<file path="src/rtl/pc_fetch_pkg.sv">
// Shared types and constants for the fetch / program-counter unit and its decoder.
package pc_fetch_pkg;
   localparam int PC_WIDTH_DEF = 8;
   localparam int I_WIDTH_DEF  = 16;

   // Must match the decoder's hard-coded exception vector.
   localparam logic [PC_WIDTH_DEF-1:0] WEKTOR_WYJATKU = 8'hFC;

   typedef logic [PC_WIDTH_DEF-1:0] adres_pc_t;

   typedef enum logic [2:0] {
      PC_INC,
      PC_SKOK,
      PC_STOS,
      PC_WYJATEK,
      PC_ZERO
   } pc_zrodlo_t;
endpackage

</file>
<file path="src/rtl/stos_pc_lifo.sv">
// Return-address LIFO built from a register array; only the count is reset.
module stos_pc_lifo #(
   parameter int DEPTH = 8,
   parameter int W     = 8
) (
   input  logic         clk,
   input  logic         rst,
   input  logic         ce,
   input  logic         clear,
   input  logic         push,
   input  logic         pop,
   input  logic [W-1:0] din,
   output logic [W-1:0] top,
   output logic         empty,
   output logic         full,
   output logic         overflow,
   output logic         underflow
);
   localparam int CW = $clog2(DEPTH + 1);
   localparam int AW = $clog2(DEPTH);

   logic [CW-1:0] count_q, count_d;
   logic [W-1:0]  mem_q [DEPTH];
   logic          do_push, do_pop;

   assign empty = (count_q == '0);
   assign full  = (count_q == CW'(DEPTH));

   // Clear beats pop, pop beats push.
   assign do_pop    = ce & ~clear & pop & ~empty;
   assign do_push   = ce & ~clear & ~pop & push & ~full;
   assign underflow = ce & ~clear & pop & empty;
   assign overflow  = ce & ~clear & ~pop & push & full;

   assign top = mem_q[AW'(count_q - CW'(1))];

   always_comb begin
      count_d = count_q;
      if (ce && clear)
         count_d = '0;
      else if (do_pop)
         count_d = count_q - CW'(1);
      else if (do_push)
         count_d = count_q + CW'(1);
   end

   always_ff @(posedge clk or posedge rst) begin
      if (rst)
         count_q <= '0;
      else
         count_q <= count_d;
   end

   always_ff @(posedge clk) begin
      if (do_push)
         mem_q[AW'(count_q)] <= din;
   end
endmodule

</file>
<file path="src/rtl/pc_fetch.sv">
// Program counter, ROM fetch and return-address stack control feeding the decoder.
module pc_fetch
   import pc_fetch_pkg::*;
#(
   parameter int                   PC_WIDTH       = PC_WIDTH_DEF,
   parameter int                   I_WIDTH        = I_WIDTH_DEF,
   parameter int                   STOS_GLEBOKOSC = 8,
   parameter logic [PC_WIDTH-1:0]  WEKTOR_WYJATKU = PC_WIDTH'(pc_fetch_pkg::WEKTOR_WYJATKU)
) (
   input  logic                clk,
   input  logic                rst,
   input  logic                pc_ce,
   output logic [PC_WIDTH-1:0] rom_adres,
   input  logic [I_WIDTH-1:0]  rom_dane,
   output logic [I_WIDTH-1:0]  rozkaz,
   input  logic                ID_rst,
   input  logic                skok_ID,
   input  logic [PC_WIDTH-1:0] adres_skok_ID,
   input  logic                skok_pc_ID,
   input  logic                ID_push_pc,
   input  logic                ID_pop_pc,
   input  logic                jest_przerwanie,
   output logic                ID_stos_pc_empty,
   output logic                ID_stos_pc_full,
   output logic [PC_WIDTH-1:0] pc,
   output logic                stos_pc_blad
);
   logic [PC_WIDTH-1:0] pc_q, pc_d;
   logic                blad_q, blad_d;
   pc_zrodlo_t          zrodlo;
   logic                lifo_push, lifo_pop, lifo_clear;
   logic                lifo_empty, lifo_full, lifo_ovf, lifo_udf;
   logic [PC_WIDTH-1:0] lifo_top, push_val;
   logic                powrot, wywolanie;

   assign rom_adres        = pc_q;
   assign pc               = pc_q;
   assign rozkaz           = rom_dane;
   assign ID_stos_pc_empty = lifo_empty;
   assign ID_stos_pc_full  = lifo_full;
   assign stos_pc_blad     = blad_q;

   assign powrot    = ID_pop_pc & skok_ID & skok_pc_ID;
   assign wywolanie = ID_push_pc & skok_ID & ~skok_pc_ID;

   // An interrupted instruction was suppressed, so it must be re-executed on RETI.
   assign push_val = jest_przerwanie ? pc_q : pc_q + 1'b1;

   always_comb begin
      zrodlo     = PC_INC;
      lifo_clear = 1'b0;
      lifo_pop   = 1'b0;
      lifo_push  = 1'b0;
      if (ID_rst) begin
         zrodlo     = PC_ZERO;
         lifo_clear = 1'b1;
      end else if (powrot) begin
         lifo_pop = 1'b1;
         zrodlo   = lifo_empty ? PC_WYJATEK : PC_STOS;
      end else if (wywolanie) begin
         lifo_push = 1'b1;
         zrodlo    = lifo_full ? PC_WYJATEK : PC_SKOK;
      end else if (skok_ID) begin
         zrodlo = PC_SKOK;
      end
   end

   always_comb begin
      unique case (zrodlo)
         PC_SKOK:    pc_d = adres_skok_ID;
         PC_STOS:    pc_d = lifo_top;
         PC_WYJATEK: pc_d = WEKTOR_WYJATKU;
         PC_ZERO:    pc_d = '0;
         default:    pc_d = pc_q + 1'b1;
      endcase
   end

   assign blad_d = ID_rst ? 1'b0 : (blad_q | lifo_ovf | lifo_udf);

   always_ff @(posedge clk or posedge rst) begin
      if (rst) begin
         pc_q   <= '0;
         blad_q <= 1'b0;
      end else if (pc_ce) begin
         pc_q   <= pc_d;
         blad_q <= blad_d;
      end
   end

   stos_pc_lifo #(
      .DEPTH(STOS_GLEBOKOSC),
      .W    (PC_WIDTH)
   ) u_stos (
      .clk      (clk),
      .rst      (rst),
      .ce       (pc_ce),
      .clear    (lifo_clear),
      .push     (lifo_push),
      .pop      (lifo_pop),
      .din      (push_val),
      .top      (lifo_top),
      .empty    (lifo_empty),
      .full     (lifo_full),
      .overflow (lifo_ovf),
      .underflow(lifo_udf)
   );
endmodule
</file>
<file path="config.mk">
export PLATFORM = sky130hd
export DESIGN_NAME = pc_fetch
export DESIGN_NICKNAME = d
export VERILOG_FILES = /design/src/rtl/pc_fetch_pkg.sv /design/src/rtl/stos_pc_lifo.sv /design/src/rtl/pc_fetch.sv
export SDC_FILE = /design/constraint.sdc
export NUM_CORES = 1
export LEC_CHECK = 0
export ABC_AREA = 1
export BUFFER_PORTS_ARGS = -buffer_cell sky130_fd_sc_hd__buf_2
export CAP_MARGIN = 25
export CORE_AREA = 2 2 123 125
export DETAILED_ROUTE_END_ITERATION = 10
export DIE_AREA = 0 0 125 127
export PLACE_DENSITY_LB_ADDON = 0.05
export SLEW_MARGIN = 20
export SYNTH_ARGS = -nofsm -noshare
export SYNTH_HDL_FRONTEND = slang
export SYNTH_HIERARCHICAL = 1
export SYNTH_SLANG_ARGS = --single-unit
</file>
<file path="constraint.sdc">
create_clock -name clk -period 6.6 [get_ports clk]
set_clock_uncertainty 0.2 [all_clocks]
set_input_delay 0.66 -clock clk [delete_from_list [all_inputs] [get_ports clk]]
set_output_delay 0.66 -clock clk [all_outputs]
set_load 0.01 [all_outputs]
</file>
==> key figures, run 1 <==
Route
  – Via density: 4.59
  – Vias: 2915
  – DRT iter0 DRCs: 129
  – Drt first pass iters: 6
  – Residual DRC: 0
  – Post-Route WL: 10700 um
  – Final ANT Viol Nets: 0
  – Avg WL per Cell: 16.8 um

Global route
  – GRT overflow: 0
  – Vias in the first global route: 2777
  – First-pass GRT wire length: 16600 um
  – Largest net degree at the start of global routing: 42
  – Most crowded layer after global routing: met2
  – GR Util All Layers: 14.0%
  – Met2 Usage GRT: 22.5%
  – GR Layer Usage met1: 18.9%
  – Initial antenna violation count: 0
  – Met3 Use GR: 2.09%

Worst setup path
  – Worst reg-to-reg setup slack: 3.26 ns
  – Most used cell, CP: nand2_1
  – Startpoint types: flop
  – Worst path arrival time: 3.41 ns
  – Setup crit end kind: flop
  – Kind of critical path: reg -> reg
  – Crit path largest cell delay: 0.87 ns
  – Slowest CP cell: ha_1
  – CP Cell Sequence: buf_4 > inv_2 > ha_1 > buf_4 > o21ai_0 > o21ai_0 > nand2_1 > nand2_1 > nand4_1 > nand3_1 > nand2_1 > nand2_1
  – RR Startpoint: u_stos/count_q[0]
  – Buffer and inverter count on the worst path: 3
  – R2R Path End: pc[4]
  – Crit path max-delay family: buffers and inverters
  – CP Max Fanout: 41
  – Worst EP required: 6.68 ns
  – Path depth of the worst reg2reg path: 12

Power
  – Total power: 1200 uW
  – Max IR drop VDD: 0.0842 mV
  – Cell Pwr Density: 269 nW/um^2
  – Leakage power: 0.00181 uW

Layout
  – P&R area growth vs syn: 11.9%
  – Flip-flop and latch area: 2250 um^2
  – Antenna cells: 0
  – Nets: 483
  – Number of fillers in the final layout: 1546
  – Share of layout cells above drive strength 1: 16.4%
  – Multi-input gate area: 1360 um^2
  – Finished Layout Cells: 635
  – Cell area after layout: 4450 um^2

Floorplanning
  – Die width: 125 um
  – # IOs: 68
  – Die area: 15900 um^2
  – Starting Density: 27.6%
  – Core area: 14400 um^2
  – Vert. Die Dim: 127 um
  – # rows: 44

STA
  – Final hold viol count: 0
  – Max-slew violations: 0
  – Worst-Margin Slew: 0.984 ns
  – Setup Viol. Count Final: 0
  – Slew HR: 34.2%
  – Final worst-path cycle share: 50.5%
  – Peak Freq: 300 MHz
  – Min Tclk post-route: 3.34 ns
  – Setup TNS: 0 ns
  – Unrepaired setup endpoints after global routing: false

Clock tree
  – CTS resizes: 0
  – Number of buffers created by CTS: 9
  – Total clock sinks: 77
  – CTS root buf: clkbuf_16
  – Number of hold buffers added after cts: 0
  – TritonCTS clock tree: built
  – Clock Path Buffers: 2
  – Postcts setup bufs: 0
  – Clk Latency, worst-skew pair: 0.34 ns
  – H-tree depth: 3
  – Register clock-pin slew on the reported worst setup and hold paths: 0.06 ns

Synth
  – YS warnings: 6
  – #FFs+latches synth: 77
  – Post-Syn Nets: 466
  – Syn Area/Cell: 9.25 um^2
  – Share of the yosys chip area belonging to registers: 56.5%
  – Post-synth cell types: 32
  – Synthesized netlist cell count: 430
  – Mapped cell area: 3980 um^2

Placed design
  – Port-buffer cells: 35
  – Gp weighted congestion: 0.757
  – Placed inst area: 4170 um^2
  – Cells after DPL: 618
  – Dpl hpwl: 7410 um

Run
  – Max-Cap Viols: 0

Worst hold path
  – HP Class: in -> async

Outcome
  – Outcome: finished, final reports clean
Yosys cell counts, drive strengths merged:
library cell   n  area, um^2
xor2           3        26.3
xnor2          3        26.3
o21ai         62         318
nor4           2        12.5
ha             3        37.5
buf           35         256
clkinv         2        20.0
and2           1        8.76
nand2         96         368
nand3         20         120
nor2          77         307
edfxtp        64        1920
or2            1        6.26
a21oi          6        30.0
clkbuf         5        20.0
dfrtp         13         325
nand4         10        62.6
nor3           4        20.0
inv           23        91.3
area by class of cell:
type,instances,area share (%)
clock buffer,10,5.15
clock inverter,5,0.647
inverter,25,2.50
multi-input combinational,288,30.5
sequential,77,50.5
tap,184,5.17
timing repair buffer,46,5.51
through the flow:
stage | worst slack [ns] | util (%) | hold slack, ns
2_1_floorplan | 3.92 | - | 0.226
3_3_place_gp | 3.32 | 28.8 | 0.325
3_5_place_dp | 3.29 | 28.9 | 0.331
4_1_cts | 3.26 | 30.7 | 0.00450
5_1_grt | 2.99 | 30.8 | 0.0186
6_report | 3.26 | 30.8 | 0.00823
power by group:
| part | total (uW) | switching (uW) | internal, uW |
|---|---|---|---|
| combinational | 186 | 130 | 56.6 |
| sequential | 566 | 15.4 | 550 |
| clock | 445 | 196 | 250 |
| total | 1200 | 341 | 857 |
logic make-up (layout without fill, tap and decap cells):
logic type	count (synthesis)	count (layout)	synth area share [%]
AOI/OAI and AO/OA	68	68	8.75
and+or+nand+nor	211	211	22.7
buffers and inverters	65	86	9.75
DFF	77	77	56.5
xor gates and xnor gates	6	6	1.32
adders and majority gates	3	3	0.944
how the worst max path moves through the flow:
stage	startpoint	endpoint	slack, ns	cells after the start
4_1_cts	u_stos/count_q[0]	ID_stos_pc_empty	3.26	6
2_1_floorplan	u_stos/count_q[0]	u_stos/mem_q[1][0]	3.92	7
6_report	u_stos/count_q[0]	pc[4]	3.26	12
3_3_place_gp	u_stos/count_q[0]	pc[5]	3.32	12
3_5_place_dp	u_stos/count_q[0]	pc[5]	3.29	12
5_1_grt	u_stos/count_q[0]	pc[5]	2.99	12
placed cells by master, fill, tap and decap left out, drive strengths merged:
cell,count
nand2,96
nor2,77
edfxtp,64
o21ai,62
buf,46
inv,23
nand3,20
dfrtp,13
nand4,10
clkbuf,10
a21oi,6
clkinv,5
nor3,4
xnor2,3
xor2,3
ha,3
clkinvlp,2
nor4,2
or2,1
and2,1
state kept, by name (all words and copies together), names as in the netlist:
signal / flops
stos_pc_blad: 1
u_stos/mem_q: 64
u_stos/count_q: 4
pc: 8
routing by layer:
| metal | vias to the layer above | wire length, um | part of all wire [%] |
|---|---|---|---|
| li1 | 1460 | - | - |
| met4 | 0 | 200 | 1.9 |
| met5 | - | 0 | 0 |
| met1 | 1362 | 5070 | 48 |
| met3 | 19 | 520 | 4.9 |
| met2 | 74 | 4880 | 46 |
(Power assumes the default switching activity.)
==> run 2, diff against run 1 <==
clock period = 3.1 ns   (was 6.6 ns; I/O delays follow)
==> run 2 against run 1 <==
Effect of this change:
- clock power rose by 120%
- sequential share of layout area fell by 0.84 points
- combinational power rose by 120%
- non-clock buffer count rose by 7
- via count rose by 1.3%
- core utilization rose by 0.52 points
- maximum frequency rose by 38%
- hold slack improved by 0.025 ns
- highest routed layer unchanged
==> key figures, run 2 (same netlist as run 1, synthesis figures left out) <==
Floorplanning
  – # IOs: 68 (unchanged)
  – Vert. Die Dim: 127 um (unchanged)
  – Die width: 125 um (unchanged)
  – Starting Density: 27.6% (unchanged)
  – Die area: 15900 um^2 (unchanged)
  – # rows: 44 (unchanged)
  – Core area: 14400 um^2 (unchanged)

Clock tree
  – Clk Latency, worst-skew pair: 0.33 ns (about the same)
  – Register clock-pin slew on the reported worst setup and hold paths: 0.06 ns (about the same)
  – Clock Path Buffers: 2 (unchanged)
  – Postcts setup bufs: 0 (unchanged)
  – Total clock sinks: 77 (unchanged)
  – CTS resizes: 0 (unchanged)
  – TritonCTS clock tree: built
  – Number of buffers created by CTS: 9 (unchanged)
  – H-tree depth: 3 (unchanged)
  – CTS root buf: clkbuf_16

Global route
  – Largest net degree at the start of global routing: 41 (-2.4%)
  – Vias in the first global route: 2737 (-1.4%)
  – First-pass GRT wire length: 16000 um (-3.6%)
  – GRT overflow: 0 (unchanged)
  – Initial antenna violation count: 0 (unchanged)
  – GR Util All Layers: 13.4% (-0.54 points)

Layout
  – Largest register FFs: 64 (unchanged)
  – Nets: 490 (+1.4%)
  – Top reg by flops: u_stos/mem_q
  – Antenna cells: 0 (unchanged)
  – Cell area after layout: 4520 um^2 (+1.7%)
  – Commonest cells after routing, fill and taps aside: nand2_1 (95), nor2_1 (74), edfxtp_1 (64), o21ai_0 (50), buf_2 (36)
  – Share of layout cells above drive strength 1: 17.6% (+1.2 points)
  – P&R area growth vs syn: 13.7%
  – Most common cell after layout, fill and taps aside: nand2_1

Worst setup path
  – RR Startpoint: u_stos/count_q[1]
  – Setup crit end kind: flop
  – Launch point of the worst path: u_stos/count_q[1]
  – Startpoint types: flop
  – CP Max Fanout: 32 (-22%)
  – Kind of critical path: reg -> reg
  – Path depth of the worst reg2reg path: 11 (-1)
  – Worst reg-to-reg setup slack: 0.68 ns (-2.59 ns)
  – Worst EP required: 3.17 ns (-3.51 ns)
  – Worst path arrival time: 2.50 ns (-0.91 ns)
  – R2R Path End: pc[5]

Power
  – Psw: 743 uW (+120%)
  – Gate power share: 15.6% (about the same)
  – Cell Pwr Density: 571 nW/um^2 (+110%)
  – Leakage power: 0.00184 uW (+1.9%)
  – Total power: 2580 uW (+120%)
  – Register share of total power: 46.6% (-0.6 points)
  – Switching share of power: 28.8% (+0.30 points)
  – Max IR drop VDD: 0.186 mV (+120%)
  – Share of power burned in the clock network: 37.8% (+0.6 points)
  – Internal power: 1840 uW (+110%)

Worst hold path
  – Hold path depth: 2
  – Hold path endpoint: stos_pc_blad
  – HP Class: in -> reg
  – Source of the worst hold timing path: ID_rst

Route
  – Post-Route WL: 10400 um (-2.3%)
  – Vias: 2952 (+1.3%)
  – Final ANT Viol Nets: 0 (unchanged)
  – Drt first pass iters: 5 (-1)
  – Residual DRC: 0 (unchanged)
  – Avg WL per Cell: 16.2 um (-3.5%)
  – Via density: 4.59 (about the same)
  – DRT iter0 DRCs: 149 (+16%)

STA
  – Unrepaired setup endpoints after global routing: false
  – Final worst-path cycle share: 78.2% (+28 points)
  – Final hold viol count: 0 (unchanged)
  – Setup TNS: 0 ns (unchanged)
  – Setup Viol. Count Final: 0 (unchanged)
  – Peak Freq: 412 MHz (+38%)
  – Max-slew violations: 0 (unchanged)
  – Worst-Margin Slew: 0.885 ns (-0.0993 ns)
  – Worst setup margin: 0.676 ns (-2.59 ns)
  – Min Tclk post-route: 2.42 ns (-0.911 ns)
  – Slew HR: 40.4% (+6.2 points)

Placed design
  – Gp weighted congestion: 0.775 (+2.4%)
  – Setup WS pre-CTS: 0.704 ns (-2.59 ns)
  – Placed inst area: 4220 um^2 (+1.1%)
  – Port-buffer cells: 35 (unchanged)
  – Dpl hpwl: 7060 um (-4.7%)

Outcome
  – Outcome: finished, final reports clean

Run
  – Max-Cap Viols: 0 (unchanged)
[run 2: cell types whose count changed in the layout (fill, tap and decap cells not counted), moves of 2 or more]
cell and change:
clkinv_2 -2, buf_4 +8, dlygate4sd3_1 +2, clkinvlp_4 +2
buf_2 -4
[run 2: stage by stage]
stage          util (%)  hold slack, ns  cells
6_report           31.4          0.0337    643
5_1_grt            31.4          0.0347    643
4_1_cts            31.3          0.0182    641
3_5_place_dp       29.2          0.0289    623
3_3_place_gp       29.2          0.0324    623
2_1_floorplan         -          -0.124    430
[run 2: worst max-delay path, stage by stage (launching register included)]
cell	delay [ns]
dfrtp_1	0.46
inv_1	0.12
ha_1	0.34
buf_4	0.35
o21ai_0	0.15
o21ai_1	0.17
nand2_1	0.07
nand2_1	0.11
nand4_1	0.12
nand3_1	0.13
nand2_1	0.06
nand2_1	0.06
[run 2: worst max-delay path by stage]
| stage | endpoint | slack, ns |
|---|---|---|
| after global routing | pc[5] | 0.40 |
| after global placement | pc[1] | 0.71 |
| after floorplan | u_stos/mem_q[1][0] | 0.42 |
| after CTS | pc[5] | 0.68 |
| after detailed placement | pc[5] | 0.70 |
| final | pc[5] | 0.68 |
[run 2: layout make-up]
type	count	area [um^2]
repair buffers	53	310
inverters	25	111
multi-input cells	288	1350
fillers	1533	9900
flip-flops and latches	77	2250
clock buffers	9	225
well taps	184	230
clock inverters	7	51.3
[run 2: per-layer routing]
metal	track usage, %	part of all wire, %	up-vias	wire (um)
li1	-	-	1471	-
met4	4.97	1.4	0	149
met3	2.60	4.0	17	418
met2	20.9	45	81	4700
met5	0	0	-	0
met1	18.7	49	1383	5150
[run 2: timing repair]
item	in CTS	in global routing
hold buffers	2	0
setup endpoints to repair	0	0
endpoints found under the hold margin	14	0
[run 2: power groups by stage]
stage | Sequential [uW] | Clock (uW) | Combinational (uW)
6_report | 1200 | 977 | 403
4_1_cts | 1200 | 1010 | 405
3_3_place_gp | 1230 | 0 | 408
5_1_grt | 1210 | 1060 | 454
3_5_place_dp | 1230 | 0 | 401
2_1_floorplan | 1220 | 0 | 287
